## src/rtl/tff_counter.sv

```systemverilog
// tff_counter: WIDTH-bit counter/divider primitive built on toggle cells.
//   MODE 00 toggles Q bits selected by T, 01 counts up modulo MOD,
//   10 counts down modulo MOD, 11 loads D (clamped to MOD-1).
//   SATURATE selects hold-at-boundary instead of wrap.
// Ports:
//   CLK      rising-edge clock
//   RST      asynchronous active-high reset (Q = RESET_VAL, OVF = 0)
//   EN       clock enable for Q and OVF updates (CLR_OVF works regardless)
//   MODE     operating mode, see above
//   T        per-bit toggle enables (toggle mode)
//   D        load value (load mode)
//   CLR_OVF  synchronous clear of OVF
//   Q        registered count/state
//   TC       combinational terminal count for the current mode and Q
//   OVF      registered sticky overflow/underflow flag
module tff_counter #(
    parameter int unsigned WIDTH     = 4,
    parameter int unsigned MOD       = 16,
    parameter int unsigned SATURATE  = 0,
    parameter int unsigned RESET_VAL = 0
) (
    input  logic             CLK,
    input  logic             RST,
    input  logic             EN,
    input  logic [1:0]       MODE,
    input  logic [WIDTH-1:0] T,
    input  logic [WIDTH-1:0] D,
    input  logic             CLR_OVF,
    output logic [WIDTH-1:0] Q,
    output logic             TC,
    output logic             OVF
);

    // One extra bit so MOD = 2^WIDTH is representable in comparisons.
    localparam int unsigned AW = WIDTH + 1;

    localparam logic [AW-1:0]    MOD_W = AW'(MOD);
    localparam logic [AW-1:0]    TOP_W = AW'(MOD - 1);
    localparam logic [WIDTH-1:0] TOP   = WIDTH'(MOD - 1);
    localparam logic [WIDTH-1:0] RST_Q = WIDTH'(RESET_VAL);
    localparam logic             SAT   = (SATURATE != 0);

    typedef enum logic [1:0] {
        MODE_TOGGLE = 2'b00,
        MODE_UP     = 2'b01,
        MODE_DOWN   = 2'b10,
        MODE_LOAD   = 2'b11
    } mode_e;

    mode_e            mode;
    logic [AW-1:0]    q_w;
    logic [AW-1:0]    d_w;
    logic [WIDTH-1:0] q_next;
    logic             ovf_set;
    logic             ovf_next;

    assign mode = mode_e'(MODE);
    assign q_w  = {1'b0, Q};
    assign d_w  = {1'b0, D};

    // Next-state and overflow-event decode.
    always_comb begin
        q_next  = Q;
        ovf_set = 1'b0;
        if (EN) begin
            case (mode)
                MODE_TOGGLE: begin
                    q_next = Q ^ T;
                end
                MODE_UP: begin
                    // Out-of-range values (left by toggle mode) restart at 0.
                    if (q_w >= MOD_W) begin
                        q_next  = '0;
                        ovf_set = 1'b1;
                    end else if (q_w == TOP_W) begin
                        q_next  = SAT ? Q : '0;
                        ovf_set = 1'b1;
                    end else begin
                        q_next = WIDTH'(q_w + AW'(1));
                    end
                end
                MODE_DOWN: begin
                    // Out-of-range values re-enter at the top without a flag.
                    if (q_w >= MOD_W) begin
                        q_next = TOP;
                    end else if (Q == '0) begin
                        q_next  = SAT ? Q : TOP;
                        ovf_set = 1'b1;
                    end else begin
                        q_next = Q - WIDTH'(1);
                    end
                end
                MODE_LOAD: begin
                    q_next = (d_w < MOD_W) ? D : TOP;
                end
                default: begin
                    q_next = Q;
                end
            endcase
        end
    end

    // A set event in the same cycle as a clear leaves the flag set.
    assign ovf_next = ovf_set | (OVF & ~CLR_OVF);

    // Terminal count for the boundary the current mode is heading to.
    assign TC = EN & (((mode == MODE_UP) & (Q == TOP)) |
                      ((mode == MODE_DOWN) & (Q == '0)));

    // State register.
    always_ff @(posedge CLK or posedge RST) begin
        if (RST) begin
            Q   <= RST_Q;
            OVF <= 1'b0;
        end else begin
            Q   <= q_next;
            OVF <= ovf_next;
        end
    end

endmodule

```

## config.mk

```make
export PLATFORM = sky130hd
export DESIGN_NAME = tff_counter
export DESIGN_NICKNAME = d
export VERILOG_FILES = /design/src/rtl/tff_counter.sv
export SDC_FILE = /design/constraint.sdc
export NUM_CORES = 1
export LEC_CHECK = 0
export ABC_AREA = 0
export BUFFER_PORTS_ARGS = -buffer_cell sky130_fd_sc_hd__buf_2
export CAP_MARGIN = 10
export CORE_AREA = 2 2 39 41
export CTS_CLUSTER_DIAMETER = 30
export DETAILED_ROUTE_END_ITERATION = 16
export DIE_AREA = 0 0 41 43
export PLACE_DENSITY = 0.66
export SLEW_MARGIN = 0
export SYNTH_ARGS = -nofsm -noshare
export SYNTH_HDL_FRONTEND = slang
export SYNTH_SLANG_ARGS = --single-unit
```

## constraint.sdc

```tcl
create_clock -name CLK -period 1.6 [get_ports CLK]
set_input_delay 0.32 -clock CLK [delete_from_list [all_inputs] [get_ports CLK]]
set_output_delay 0.32 -clock CLK [all_outputs]
set_load 0.02 [all_outputs]
```

## After elaboration in Yosys (flattened, before gate mapping)

Index checks and enable logic that the tools add are counted.

- Add/sub/neg operators: 2
- $lt $le $gt $ge: 2
- Eq/ne operators: 4
- Mux-type cells: 12
- Bitwise operators: 8
- Reductions and logical operators: 2

Operators by type and width:

| kind | number |
|---|---|
| 2-to-1 mux 4 bit | 5 |
| one-hot mux 4 bit (4 select lines) | 1 |
| greater-or-equal comparator 4 x 5 -> 1 bit (second input constant) | 1 |
| less-than comparator 4 x 5 -> 1 bit (second input constant) | 1 |
| 2-to-1 mux 1 bit | 5 |
| adder 4 x 1 -> 4 bit (second input constant) | 1 |
| AND 1 bit | 4 |
| equality test 2 bit (second input constant) | 2 |
| equality test 4 bit (second input constant) | 1 |
| logical NOT 4 bit | 1 |
| subtractor 4 x 1 -> 4 bit (second input constant) | 1 |
| bitwise XOR 4 bit | 1 |
| equality test 2 x 1 -> 1 bit (second input constant) | 1 |
| logical NOT 2 bit | 1 |
| bitwise OR 1 bit | 2 |
| one-hot mux 1 bit (2 select lines) | 1 |
| NOT 1 bit | 1 |

- Register bits: 5
- Bits of input ports: 14
- Output and inout bits: 6
- Logic and storage cells: 32

## Depth between registers and ports, before layout

- Depth in word-level cells: 6
- Depth in mapped cells: 7

## Least setup slack after synthesis

No wires, ideal clock.

- Path type: register to output
- Start: register Q[0]
- End: output port TC
- Arrival time: 1.231 ns
- Data required time: 1.280 ns
- Path slack: 0.049 ns
- Stages on the path, launching flop included: 4
- Buffers on the path: 0
- Cell sequence: dfrtp_1 -> ha_1 -> nand4_1 -> a21oi_2

- Word-level cells in the longest chain between the ends: 4
- Elaborated cells between the ends (all ways): 6
- Classes of those cells: 1 x eq/ne; 4 x bitwise; 1 x reduce/logical

RTL lines:

| element | line | text |
|---|---|---|
| start, declared | 29 | `output logic [WIDTH-1:0] Q,` |
| start signal, assigned | 116 | `Q <= q_next;` |
| equality test 4 bit or logical NOT 4 bit (tied branches) | 107, 108 |  |
| AND 1 bit, on equally long branches | 107, 108 |  |
| bitwise OR 1 bit * | 107 | `assign TC = EN & (((mode == MODE_UP) & (Q == TOP)) \|` |
| AND 1 bit * | 107 |  |
| end, declared | 30 | `output logic TC,` |

Mark *: on every way between the ends. The rest lies on a longest branch, timed or not.

## Final worst setup path

- Start: register Q[1]
- End: output port TC

The elaborated chain is that of the path after synthesis.

==> qor.yml <==
gr-total-overflow: 0
ant_nets: 0
antennaDiodeCount: 0
worstReg2RegStart: "Q[1]"
start_kind: "register"
nets: 123
cts_buffers: 3
synth-seq-cells: 5
netlist_area_um2: 520
maxCapViolations: 0
power.switching_mw: 0.272
synth_edf_count: 0
grt_pass1_wl_um: 2480
worst_ep_arrival_time_ns: 1.28
ff2ff_setup_slack_ns: 0.23
finalSetupViolations: 0
grt_max_degree: 12
reg2reg_depth: 6
intPower_mw: 0.430
final-hold-violation-count: 0
critPathCapture: "TC"
finalClockSkew_ns: 0.00448
p_leak_nw: 0.391
fin_ws_ns: 0.00300
swShare_pct: 38.8
pwr-share-seq_pct: 24.5
grt_usage_pct: 21.0
r2r_end: "Q[3]"
grt_pass1_vias: 567
die_area_mm2: 0.00176
die_w_um: 41
period_needed_ns: 1.60
netlist.area_leader.share_pct: 24.0
status: "complete, no violations"
num_vias: 616
area_delta_synth_final_pct: 54.8
ys_warn_count: 0
clkLatencyLatePin_ns: 0.25
clockPowerShare_pct: 22.1
hold_class: "in -> reg"
ctsRootBufferMaster: "clkbuf_4"
post-route-period-util_pct: 99.8
ioPinCount: 20
fmax_ghz: 0.626
critPathLaunch: "Q[1]"
path_class: "reg -> out"
cts.sinks: 5
async_reset_ff_share_pct: 100
cts_tree: "built"
drive_gt1_share_pct: 47.1
row_count: 14
synth_nets: 85
power_frac_comb_pct: 53.4
required_ns: 1.28
yosysMostFrequentCell: "a21oi_1"
hpwl_um: 1190
synth_area_leaders: "dfrtp_1 24%, ha_1 14%, a21oi_1 9.6%, inv_1 5.0%, nand4_1 3.6%"
cellPowerDensity_mw_per_mm2: 871
seq_area_frac_synth_pct: 24.0
via_per_inst: 5.22
setup_tns_ns: 0
synth_area_leader_cell: "dfrtp_1"
cts.clk_slew.worst_paths_ns: 0.05
gp_congestion: 0.830
synth_flop_cell: "dfrtp_1"
final_util_pct: 58.2
post-place-ws_ns: 0.0636
vdd_drop_max_v: 0.000469
synth_cells: 65
first_pass_iters: 4
clockBufferDepth: 2
antenna_found_initial: 0
end_kind: "output port"
worst_slew_pin_slew_ns: 0.395
ys_types: 27
grt_setup_unrepaired: "true"
cp_max_fo: 3
io_buffers: 19
drt-initial-drc-count: 19
postRouteWirelength_um: 1620
ys_top_cells_by_count: "10 x a21oi_1, 7 x inv_1, 6 x ha_1"
die_h_um: 43
route.detailed.drc: 0
maxSlewHeadroom_pct: 73.7
start_util_pct: 37.6
syn_avg_cell_area_um2: 8.01
core_area_mm2: 0.00138
maxSlewViolCount: 0
htree_levels: 1
post_drt_wl_per_cell_um: 13.8
-- repair_timing --
item | in CTS | in global routing
pin swaps | 2 | 3
resized for setup | 5 | 3
hold endpoints to repair | 5 | 0
hold buffers | 1 | 0
buffers inserted | 8 | 2
endpoints found under the setup margin | 1 | 1
-- registers in the layout (all words and copies together) (netlist names) --
signal,flops
Q,4
OVF,1
-- through the flow --
| stage | area [um^2] | std cells | hold WS, ns | total power [mW] |
|---|---|---|---|---|
| 4_1_cts | 778 | 116 | 0.287 | 0.673 |
| 2_1_floorplan | 520 | 65 | 0.0985 | 0.359 |
| 3_5_place_dp | 661 | 103 | 0.244 | 0.453 |
| 5_1_grt | 806 | 118 | 0.290 | 0.749 |
| 3_3_place_gp | 661 | 103 | 0.240 | 0.448 |
| 6_report | 806 | 118 | 0.283 | 0.702 |
-- how the worst min path moves through the flow --
stage / end / depth (start not counted) / slack [ns] / from
6_report: Q[1] / 2 / 0.28 / EN
5_1_grt: Q[1] / 2 / 0.29 / EN
3_5_place_dp: OVF / 2 / 0.24 / RST
2_1_floorplan: OVF / 1 / 0.1 / RST
4_1_cts: Q[1] / 2 / 0.29 / EN
3_3_place_gp: OVF / 2 / 0.24 / RST
-- power groups by stage --
stage	combinational, mW	sequential (mW)	clock, mW
floorplan	0.164	0.195	0
global placement	0.273	0.175	0
detailed placement	0.277	0.176	0
CTS	0.349	0.169	0.155
global route	0.406	0.175	0.167
finish	0.375	0.172	0.155
-- routing by layer --
layer,GRT usage [%],share of wire (%),up-vias
met5,0,0,-
met4,10.0,1.5,0
met3,1.57,3.8,3
met2,33.1,51,23
met1,27.4,44,281
li1,-,-,309
-- logic make-up after synthesis --
group	share of synthesized area (%)
DFF	24.0
adders and majority gates	14.4
xor gates and xnor gates	3.37
muxes	1.92
AOI/OAI and AO/OA	31.7
buffers and inverters	11.1
and+or+nand+nor	13.5
-- cell type report --
class	instances	area, um^2
Timing Repair Buffer	36	228
Sequential cell	5	126
Multi-Input combinational cell	47	368
Tap cell	16	20.0
Fill cell	133	578
Inverter	10	37.5
Clock buffer	4	26.3
-- cells in the final DEF, fill, tap and decap left out, types with 3 or more instances in the layout --
cell type	instances
o21ai_0	3
nand4_1	3
buf_2	18
dfrtp_1	4
inv_2	3
clkbuf_4	3
inv_1	7
ha_1	4
a21oi_1	10
buf_4	17
-- critical path, cell delays in order (launching register included) --
cell     delay [ns]
dfrtp_2        0.41
inv_2          0.08
ha_4           0.16
nand3_4        0.07
a21oi_2        0.14
buf_4          0.16
No activity file was read; power rests on OpenSTA's default activity.
